File: src/rtl/shifter_pipe.sv
// shifter_pipe: pipelined ARM operand-2 barrel shifter with
// carry-out generation and valid/ready flow control.
module shifter_pipe #(
    parameter int WIDTH       = 32,
    parameter int PIPE_STAGES = 2,
    parameter int IMM_W       = 8
) (
    input  logic                       clk,
    input  logic                       reset,
    input  logic                       in_valid,
    output logic                       in_ready,
    input  logic [WIDTH-1:0]           in_data,
    input  logic                       in_carry,
    input  logic                       in_imm_op,
    input  logic [IMM_W-1:0]           in_imm,
    input  logic [3:0]                 in_rot,
    input  logic [1:0]                 in_type,
    input  logic                       in_reg_amt,
    input  logic [$clog2(WIDTH)-1:0]   in_amt_imm,
    input  logic [7:0]                 in_amt_reg,
    output logic                       out_valid,
    input  logic                       out_ready,
    output logic [WIDTH-1:0]           out_data,
    output logic                       out_carry
);
    localparam int AW = $clog2(WIDTH);
    localparam int YW = WIDTH + 1;

    typedef enum logic [1:0] {F_ZERO, F_SIGN, F_ROT, F_CIN} fill_e;
    typedef enum logic [1:0] {O_NONE, O_ZERO, O_SIGN} ovr_e;
    typedef enum logic [2:0] {
        C_IN, C_SHIFT, C_ZERO, C_DMSB, C_DLSB, C_RMSB
    } csel_e;

    typedef struct packed {
        logic [WIDTH-1:0] src;
        logic [AW-1:0]    amt;
        logic             left;
        fill_e            fill;
        logic             cin;
        ovr_e             ovr;
        csel_e            csel;
    } dec_t;

    function automatic logic [WIDTH-1:0] rev(input logic [WIDTH-1:0] v);
        logic [WIDTH-1:0] o;
        for (int i = 0; i < WIDTH; i++) o[i] = v[WIDTH-1-i];
        return o;
    endfunction

    dec_t       dec;
    logic [8:0] r9;
    logic [7:0] rot2;

    assign r9   = {1'b0, in_amt_reg};
    assign rot2 = {3'b000, in_rot, 1'b0};

    // Decode: effective amount, fill mode, overrides and carry source
    always_comb begin
        dec.src  = in_data;
        dec.amt  = in_amt_imm;
        dec.left = 1'b0;
        dec.fill = F_ZERO;
        dec.cin  = in_carry;
        dec.ovr  = O_NONE;
        dec.csel = C_SHIFT;
        if (in_imm_op) begin
            dec.src  = WIDTH'(in_imm);
            dec.amt  = rot2[AW-1:0];
            dec.fill = F_ROT;
            dec.csel = (in_rot == 4'd0) ? C_IN : C_RMSB;
        end else if (!in_reg_amt) begin
            unique case (in_type)
                2'b00: begin
                    dec.left = 1'b1;
                    if (in_amt_imm == '0) dec.csel = C_IN;
                end
                2'b01: begin
                    if (in_amt_imm == '0) begin
                        dec.ovr  = O_ZERO;
                        dec.csel = C_DMSB;
                    end
                end
                2'b10: begin
                    dec.fill = F_SIGN;
                    if (in_amt_imm == '0) begin
                        dec.ovr  = O_SIGN;
                        dec.csel = C_DMSB;
                    end
                end
                default: begin
                    dec.fill = F_ROT;
                    if (in_amt_imm == '0) begin
                        dec.fill = F_CIN;
                        dec.amt  = AW'(1);
                    end
                end
            endcase
        end else begin
            dec.amt = in_amt_reg[AW-1:0];
            if (in_amt_reg == 8'd0) begin
                dec.csel = C_IN;
            end else begin
                unique case (in_type)
                    2'b00: begin
                        dec.left = 1'b1;
                        if (r9 == 9'(WIDTH)) begin
                            dec.ovr  = O_ZERO;
                            dec.csel = C_DLSB;
                        end else if (r9 > 9'(WIDTH)) begin
                            dec.ovr  = O_ZERO;
                            dec.csel = C_ZERO;
                        end
                    end
                    2'b01: begin
                        if (r9 == 9'(WIDTH)) begin
                            dec.ovr  = O_ZERO;
                            dec.csel = C_DMSB;
                        end else if (r9 > 9'(WIDTH)) begin
                            dec.ovr  = O_ZERO;
                            dec.csel = C_ZERO;
                        end
                    end
                    2'b10: begin
                        dec.fill = F_SIGN;
                        if (r9 >= 9'(WIDTH)) begin
                            dec.ovr  = O_SIGN;
                            dec.csel = C_DMSB;
                        end
                    end
                    default: begin
                        dec.fill = F_ROT;
                        if (in_amt_reg[AW-1:0] == '0) dec.csel = C_DMSB;
                    end
                endcase
            end
        end
    end

    dec_t             st;
    logic             st_v;
    logic             s2_en;
    logic [WIDTH-1:0] opnd;
    logic [WIDTH-1:0] fillv;
    logic [WIDTH-1:0] sres;
    logic [WIDTH-1:0] res;
    logic [YW-1:0]    y;
    logic             carry;

    assign s2_en = !out_valid || out_ready;

    generate
        if (PIPE_STAGES == 2) begin : g_two
            dec_t s1_q;
            logic s1_v;

            assign in_ready = !reset && (!s1_v || s2_en);
            assign st       = s1_q;
            assign st_v     = s1_v;

            always_ff @(posedge clk) begin
                if (reset) begin
                    s1_v <= 1'b0;
                    s1_q <= '0;
                end else if (!s1_v || s2_en) begin
                    s1_v <= in_valid;
                    if (in_valid) s1_q <= dec;
                end
            end
        end else begin : g_one
            assign in_ready = !reset && s2_en;
            assign st       = dec;
            assign st_v     = in_valid;
        end
    endgenerate

    // One right-shifter serves every type; LSL runs it on the
    // bit-reversed operand, and the extra LSB catches the carry.
    always_comb begin
        opnd = st.left ? rev(st.src) : st.src;
        unique case (st.fill)
            F_ZERO:  fillv = '0;
            F_SIGN:  fillv = {WIDTH{st.src[WIDTH-1]}};
            F_ROT:   fillv = opnd;
            default: fillv = {WIDTH{st.cin}};
        endcase
        y    = YW'({fillv, opnd, 1'b0} >> st.amt);
        sres = y[WIDTH:1];
        res  = st.left ? rev(sres) : sres;
        case (st.ovr)
            O_ZERO:  res = '0;
            O_SIGN:  res = {WIDTH{st.src[WIDTH-1]}};
            default: ;
        endcase
        unique case (st.csel)
            C_IN:    carry = st.cin;
            C_SHIFT: carry = y[0];
            C_ZERO:  carry = 1'b0;
            C_DMSB:  carry = st.src[WIDTH-1];
            C_DLSB:  carry = st.src[0];
            default: carry = res[WIDTH-1];
        endcase
    end

    always_ff @(posedge clk) begin
        if (reset) begin
            out_valid <= 1'b0;
            out_data  <= '0;
            out_carry <= 1'b0;
        end else if (s2_en) begin
            out_valid <= st_v;
            if (st_v) begin
                out_data  <= res;
                out_carry <= carry;
            end
        end
    end
endmodule

File: config.mk
export PLATFORM = sky130hd
export DESIGN_NAME = shifter_pipe
export DESIGN_NICKNAME = d
export VERILOG_FILES = /design/src/rtl/shifter_pipe.sv
export SDC_FILE = /design/constraint.sdc
export NUM_CORES = 1
export LEC_CHECK = 0
export CAP_MARGIN = 25
export CORE_MARGIN = 2
export CORE_UTILIZATION = 52
export DETAILED_ROUTE_END_ITERATION = 6
export GPL_TIMING_DRIVEN = 0
export PLACE_DENSITY = 0.83
export SYNTH_ARGS = -nofsm -noshare
export SYNTH_HDL_FRONTEND = slang
export SYNTH_SLANG_ARGS = --single-unit
File: constraint.sdc
create_clock -name clk -period 2.7 [get_ports clk]
set_clock_uncertainty 0.2 [all_clocks]
set_input_delay 0.405 -clock clk [delete_from_list [all_inputs] [get_ports clk]]
set_output_delay 0.405 -clock clk [all_outputs]
set_load 0.01 [all_outputs]
==> flow_metrics.py, run 1 <==
metrics = {
    "drt": {
        "dr.first_iter.drc_count": 1236,
        "wl_met3_mm": 4.07,
        "drc": 0,
        "dr.pass1.iters": 5,
        "ant_nets": 0,
        "met1Wirelength_mm": 12.5,
        "vias_per_cell": 7.26,
        "wl_mm": 34.5,
        "dr.max_layer_used": "met4",
        "dr_wl_met2_mm": 15.7,
        "vias": 9332,
        "wl_per_cell_um": 26.8,
    },
    "run": {
        "max-cap-violations": 0,
    },
    "worst_setup_path": {
        "ff2ff_setup_slack_ns": -0.12,
        "path_max_fanout": 6,
        "critPathLaunchType": "flip-flop",
        "cp-end-kind": "flip-flop",
        "critPathArrivalTime_ns": 2.84,
        "worstSetupPathType": "reg -> reg",
        "required_ns": 2.72,
    },
    "cts": {
        "cts_tree": "built",
        "clk_pin_slew_ns": 0.07,
        "worstSkewPairLatency_ns": 0.37,
        "cts_max_path_buffers": 2,
        "root_buffer": "clkbuf_16",
        "cts_buffers": 9,
        "cts_sinks": 81,
        "ctsHtreeMaxLevel": 3,
    },
    "finish": {
        "drive_gt1_share_pct": 28.2,
        "final_area_um2": 10800,
        "diodes": 0,
        "area_delta_synth_final_pct": 34.5,
        "finalCoreUtilization_pct": 71.1,
        "final_cell_mix": "clkdlybuf4s50_1 (97), nand2_1 (96), nor2_1 (92), dfxtp_1 (76), a21oi_1 (63)",
        "layout_commonest_cell": "clkdlybuf4s50_1",
        "final_nets": 1165,
    },
    "power": {
        "ir_drop_uv": 362,
        "power_density_nw_per_um2": 395,
        "finalPower_w": 0.00426,
        "leakage_nw": 3.80,
    },
    "synth": {
        "synth_edf_count": 0,
        "syn_inst": 949,
        "async_flop_share_pct": 0,
        "syn_avg_cell_area_um2": 8.44,
        "synth_nets": 1021,
        "ys_types": 75,
        "yosysWarningCount": 0,
        "ys_seq_area_share_pct": 20.3,
        "syn_area_um2": 8010,
        "synth_seq_cells": 81,
        "dominantRegCellSynth": "dfxtp_1",
    },
    "timing": {
        "slew_viol_final": 0,
        "fin_crit_sh_pct": 104,
        "fmax_ghz": 0.355,
        "slew_headroom_pct": 47.3,
        "worst_pin_slew_ns": 0.788,
        "whs_ns": 0.318,
        "tns_ns": -1.08,
        "fin_crit_ns": 2.82,
        "rsz0062_at_grt": "yes",
        "hold_viol": 0,
        "setup_viol": 21,
        "worst_slack_ns": -0.120,
    },
    "global_routing": {
        "grt_pass1_vias": 8701,
        "gr-total-overflow": 0,
        "antenna_found_initial": 0,
        "grt_max_degree": 16,
        "grt_pass1_wl_mm": 50.8,
        "grt_use_total_pct": 40.9,
    },
    "placement": {
        "gp_congestion": 1.05,
        "io_buffers": 98,
        "placed_cell_area_um2": 9220,
        "post-dp-hpwl_mm": 25.6,
    },
    "die": {
        "fp.dieH_um": 128,
        "io_pins": 101,
        "start_util_pct": 52.9,
        "core-area_um2": 15100,
        "dieArea_um2": 16400,
        "die_w_um": 128,
        "std_cell_rows": 45,
    },
    "run_status": {
        "violations": "setup timing",
        "status": "finished, violations left",
    },
    "worst_hold_path": {
        "hp-class": "reg -> reg",
    },
}
==> worst paths after layout <==
| check | start | to | depth (start not counted) |
|---|---|---|---|
| max reg2reg | g_two.s1_q[8] | out_data[22] | 10 |
| max | g_two.s1_q[8] | out_data[22] | 10 |
| min | g_two.s1_q[4] | g_two.s1_q[4] | 2 |
| min reg2reg | g_two.s1_q[4] | g_two.s1_q[4] | 2 |
==> final cells by class <==
type	count	area [um2]
multi-input combinational	759	6490
tap	188	235
buffer	88	663
sequential	81	1630
clock buffer	9	225
inverter	16	71.3
timing repair buffer	138	1400
clock inverter	7	51.3
fill	1130	4370
==> repair_timing <==
item | in CTS | in global routing
pin swaps | 17 | 29
buffers inserted | 19 | 17
gates resized for setup | 136 | 104
hold buffers | 0 | 0
endpoints found under the setup margin | 35 | 35
gates cloned | 1 | 3
==> kinds of logic (layout without fill, tap and decap cells) <==
kind of cell	Yosys count	in the layout	share of synthesized area (%)
AOI/OAI and AO/OA	288	288	24.5
xor gates and xnor gates	1	1	0.109
adders and majority gates	6	6	0.937
buffers and inverters	109	258	6.55
DFF	81	81	20.3
muxes	158	158	29.9
and+or+nand+nor	306	306	17.8
==> worst max-delay path: stages (launching register included) <==
cell,delay (ns)
dfxtp_4,0.44
buf_12,0.17
buf_12,0.13
buf_12,0.11
mux2i_1,0.40
nor3_2,0.12
o32ai_4,0.39
a221oi_2,0.18
mux2i_4,0.24
a2bb2oi_2,0.21
a211oi_2,0.09
==> sequential cells by signal (all words and copies together) (netlist names) <==
name / cells
out_valid: 1
out_carry: 1
g_two.s1_q: 46
out_data: 32
g_two.s1_v: 1
==> synth_stat cells (all sizes together), types with 5 or more instances <==
library cell / count / share of area, %
o31ai: 8 / 0.75
a311oi: 5 / 0.55
o211ai: 16 / 1.5
nor2b: 10 / 0.78
nor3: 14 / 0.88
a22o: 5 / 0.55
a32oi: 7 / 0.77
and2: 8 / 0.63
mux4: 61 / 17
nand3: 25 / 1.6
dfxtp: 81 / 20
a22oi: 7 / 0.66
o21ai: 45 / 2.8
a211oi: 23 / 2.2
nand2b: 7 / 0.55
clkbuf: 56 / 2.6
mux2: 37 / 5.2
inv: 14 / 0.66
o22ai: 8 / 0.63
nand3b: 27 / 2.5
a2bb2oi: 7 / 0.77
nand2: 99 / 4.6
nor2: 96 / 4.5
nand4: 6 / 0.47
a31oi: 13 / 1.0
a221oi: 10 / 1.2
buf: 37 / 3.2
o21bai: 11 / 1.0
ha: 6 / 0.94
mux2i: 60 / 7.5
a21oi: 74 / 4.6
==> layer usage <==
metal | vias up | GRT usage, %
li1 | 3936 | -
met1 | 4411 | 50.7
met2 | 793 | 65.2
met3 | 192 | 11.0
met4 | 0 | 21.5
met5 | - | 0
==> power breakdown <==
part,internal (W),switching [W]
clock network,0.000630,0.000573
logic,0.000761,0.000913
registers,0.00128,0.000100
total,0.00267,0.00159
==> metrics by stage <==
| stage | setup WS (ns) | instances |
|---|---|---|
| floorplan | 0.0234 | 949 |
| detailed placement | -0.839 | 1235 |
| global route | -0.133 | 1286 |
| CTS | -0.0787 | 1268 |
| finish | -0.120 | 1286 |
| global placement | -1.02 | 1235 |
(Power assumes the default switching activity.)
==> run 2: changes to the inputs <==
- ABC_AREA: default -> 1
- CORE_UTILIZATION: 52 -> 61
- PLACE_DENSITY: 0.83 -> 0.91
- SKIP_CTS_REPAIR_TIMING: default -> 1
- clock period: 2.7 -> 3.6 ns (I/O delays scaled with it)
==> run 2 against run 1 <==
Net effect:
- the run now ends clean
- non-clock buffer count fell by 20
- sequential power fell by 28%
- clock power is 19% lower
- first-iteration DRC count up 73%
- register-to-register slack gained 0.95 ns
- routed wire length down 8.3%
- design area down 18%
- critical path type is now in -> out
==> flow_metrics.py, run 2 <==
metrics = {
    "run_status": {
        "status": "finished clean",
    },
    "worst_setup_path": {
        "reg2reg_to": "out_carry",
        "cp-end-kind": "primary output",
        "regToRegStartpoint": "g_two.s1_q[9]",
        "required_ns": 2.86,
        "critPathArrivalTime_ns": 2.31,
        "ff2ff_setup_slack_ns": 0.83,
        "worstSetupPathType": "in -> out",
        "critPathLaunchType": "input port",
        "path_max_fanout": 10,
        "rr_worst_depth": 10,
    },
    "worst_hold_path": {
        "hp-class": "reg -> reg",
        "worst_hold_path.endpoint": "g_two.s1_q[4]",
        "hold_start": "g_two.s1_q[4]",
        "min_path_cells": 2,
    },
    "die": {
        "io_pins": 101,
        "dieArea_um2": 13000,
        "die_w_um": 114,
        "fp.dieH_um": 114,
        "start_util_pct": 61.9,
        "std_cell_rows": 40,
        "core-area_um2": 11900,
    },
    "finish": {
        "reg_top3": "g_two.s1_q (46), out_data (32)",
        "area_delta_synth_final_pct": 20.3,
        "top_register": "g_two.s1_q",
        "final_nets": 1496,
        "finalCoreUtilization_pct": 74.5,
        "drive_gt1_share_pct": 6.02,
        "final_cell_mix": "nand3_1 (416), nand2_1 (415), clkdlybuf4s50_1 (100), a21oi_1 (90), dfxtp_1 (81)",
        "largest_reg_flops": 46,
        "fillers": 1043,
        "diodes": 0,
        "layout_commonest_cell": "nand3_1",
        "final_area_um2": 8880,
        "fin_cells": 1576,
    },
    "drt": {
        "dr.first_iter.drc_count": 2139,
        "met1Wirelength_mm": 11.4,
        "wl_mm": 31.6,
        "vias_per_cell": 6.73,
        "ant_nets": 0,
        "dr_wl_met2_mm": 13.2,
        "dr.pass1.iters": 7,
        "wl_per_cell_um": 20.1,
        "drc": 0,
        "vias": 10600,
        "dr.max_layer_used": "met5",
        "wl_met3_mm": 4.84,
    },
    "timing": {
        "hold_viol": 0,
        "slew_viol_final": 0,
        "fin_crit_sh_pct": 84.8,
        "fmax_ghz": 0.328,
        "fin_crit_ns": 3.05,
        "tns_ns": 0,
        "slew_headroom_pct": 56.5,
        "worst_pin_slew_ns": 0.653,
        "rsz0062_at_grt": "no",
        "setup_viol": 0,
    },
    "placement": {
        "gp_congestion": 1.15,
        "dp.cells": 1560,
        "post-dp-hpwl_mm": 24.5,
        "io_buffers": 100,
        "placed_cell_area_um2": 8560,
    },
    "synth": {
        "ys_seq_area_share_pct": 22.0,
        "syn_avg_cell_area_um2": 5.62,
        "synth_nets": 1385,
        "yosys-top-cells-count": "nand3_1 (416), nand2_1 (415), a21oi_1 (90)",
        "synth_seq_cells": 81,
        "yosysTopAreaCell": "nand3_1",
        "yosysMostFrequentCell": "nand3_1",
        "ys_types": 37,
        "async_flop_share_pct": 0,
        "syn_inst": 1313,
        "syn_area_um2": 7380,
        "synth_edf_count": 0,
        "dominantRegCellSynth": "dfxtp_1",
        "synthTopCellsByArea": "nand3_1 (28%), dfxtp_1 (22%), nand2_1 (21%), a21oi_1 (6.1%), o21ai_0 (4.1%)",
        "yosysWarningCount": 0,
        "netlist.area_leader.share_pct": 28.2,
    },
    "power": {
        "power_density_nw_per_um2": 356,
        "ir_drop_uv": 245,
        "leakage_nw": 3.97,
    },
    "cts": {
        "clk_pin_slew_ns": 0.06,
        "cts_tree": "built",
        "worstSkewPairLatency_ns": 0.35,
        "cts_sinks": 81,
        "ctsHtreeMaxLevel": 3,
        "root_buffer": "clkbuf_16",
        "cts_max_path_buffers": 2,
        "cts_buffers": 9,
    },
    "global_routing": {
        "grt_pass1_wl_mm": 50.0,
        "grt_max_degree": 15,
        "grt_pass1_vias": 9620,
        "gr-total-overflow": 0,
        "grt_use_total_pct": 49.1,
        "antenna_found_initial": 1,
    },
    "run": {
        "max-cap-violations": 0,
    },
}
[run 2: cell types whose count changed after synthesis, sizes merged, moves of 17 or more]
cell and change:
mux4 -61, inv +24, nor2 -73, nand2 +318
a211oi -20, o21ai +25, nand3b -27, nand3 +394
mux2i -60, a21oi +17, buf +29, mux2 -37
[run 2: how the worst max path moves through the flow]
stage / startpoint / to / cells after the start / slack (ns)
detailed placement: reset / in_ready / 6 / 0.58
global placement: reset / in_ready / 6 / 0.60
global route: reset / in_ready / 6 / 0.43
floorplan: g_two.s1_q[8] / out_data[30] / 13 / 1.71
finish: reset / in_ready / 6 / 0.55
CTS: reset / in_ready / 6 / 0.54
[run 2: worst max-delay path, cell delays in order]
cell and delay [ns]:
clkdlybuf4s50_1 0.45, inv_1 0.23, buf_1 0.36, nand2_1 0.12, inv_1 0.07, clkdlybuf4s50_1 0.54
[run 2: layout make-up]
type	instances	area [um2]	share of cell area, %
plain buffers	106	517	5.82
clock buffers	11	253	2.85
clock inverters	5	61.3	0.691
inverters	41	154	1.73
multi-input cells	1085	5090	57.3
flip-flops and latches	81	1620	18.3
well taps	147	184	2.07
repair buffers	100	1000	11.3
[run 2: logic make-up (layout without fill, tap and decap cells)]
kind of cell / count (synthesis) / count (layout) / synth area share (%)
flops: 81 / 81 / 22.0
compound gates: 208 / 208 / 15.8
fa+ha+maj: 6 / 6 / 1.02
buf+inv: 147 / 263 / 9.09
simple gates: 871 / 871 / 52.2
[run 2: power by group]
part / switching [W] / leakage [nW] / internal (W)
Sequential: 0.0000396 / 0.666 / 0.000954
Clock: 0.000391 / 0.157 / 0.000580
Combinational: 0.000779 / 3.15 / 0.000418
Total: 0.00121 / 3.97 / 0.00195
[run 2: stage by stage]
step / total power [W] / hold slack [ns] / setup slack, ns
2_1_floorplan: 0.00173 / 0.240 / 1.71
3_3_place_gp: 0.00212 / 0.253 / 0.604
3_5_place_dp: 0.00213 / 0.265 / 0.583
4_1_cts: 0.00309 / 0.274 / 0.536
5_1_grt: 0.00328 / 0.296 / 0.425
6_report: 0.00316 / 0.281 / 0.548
[run 2: routing by layer]
layer | up-vias | global-route usage, %
met5 | - | 0
met1 | 4715 | 60.6
met2 | 927 | 72.9
met3 | 221 | 19.3
li1 | 4747 | -
met4 | 2 | 27.6
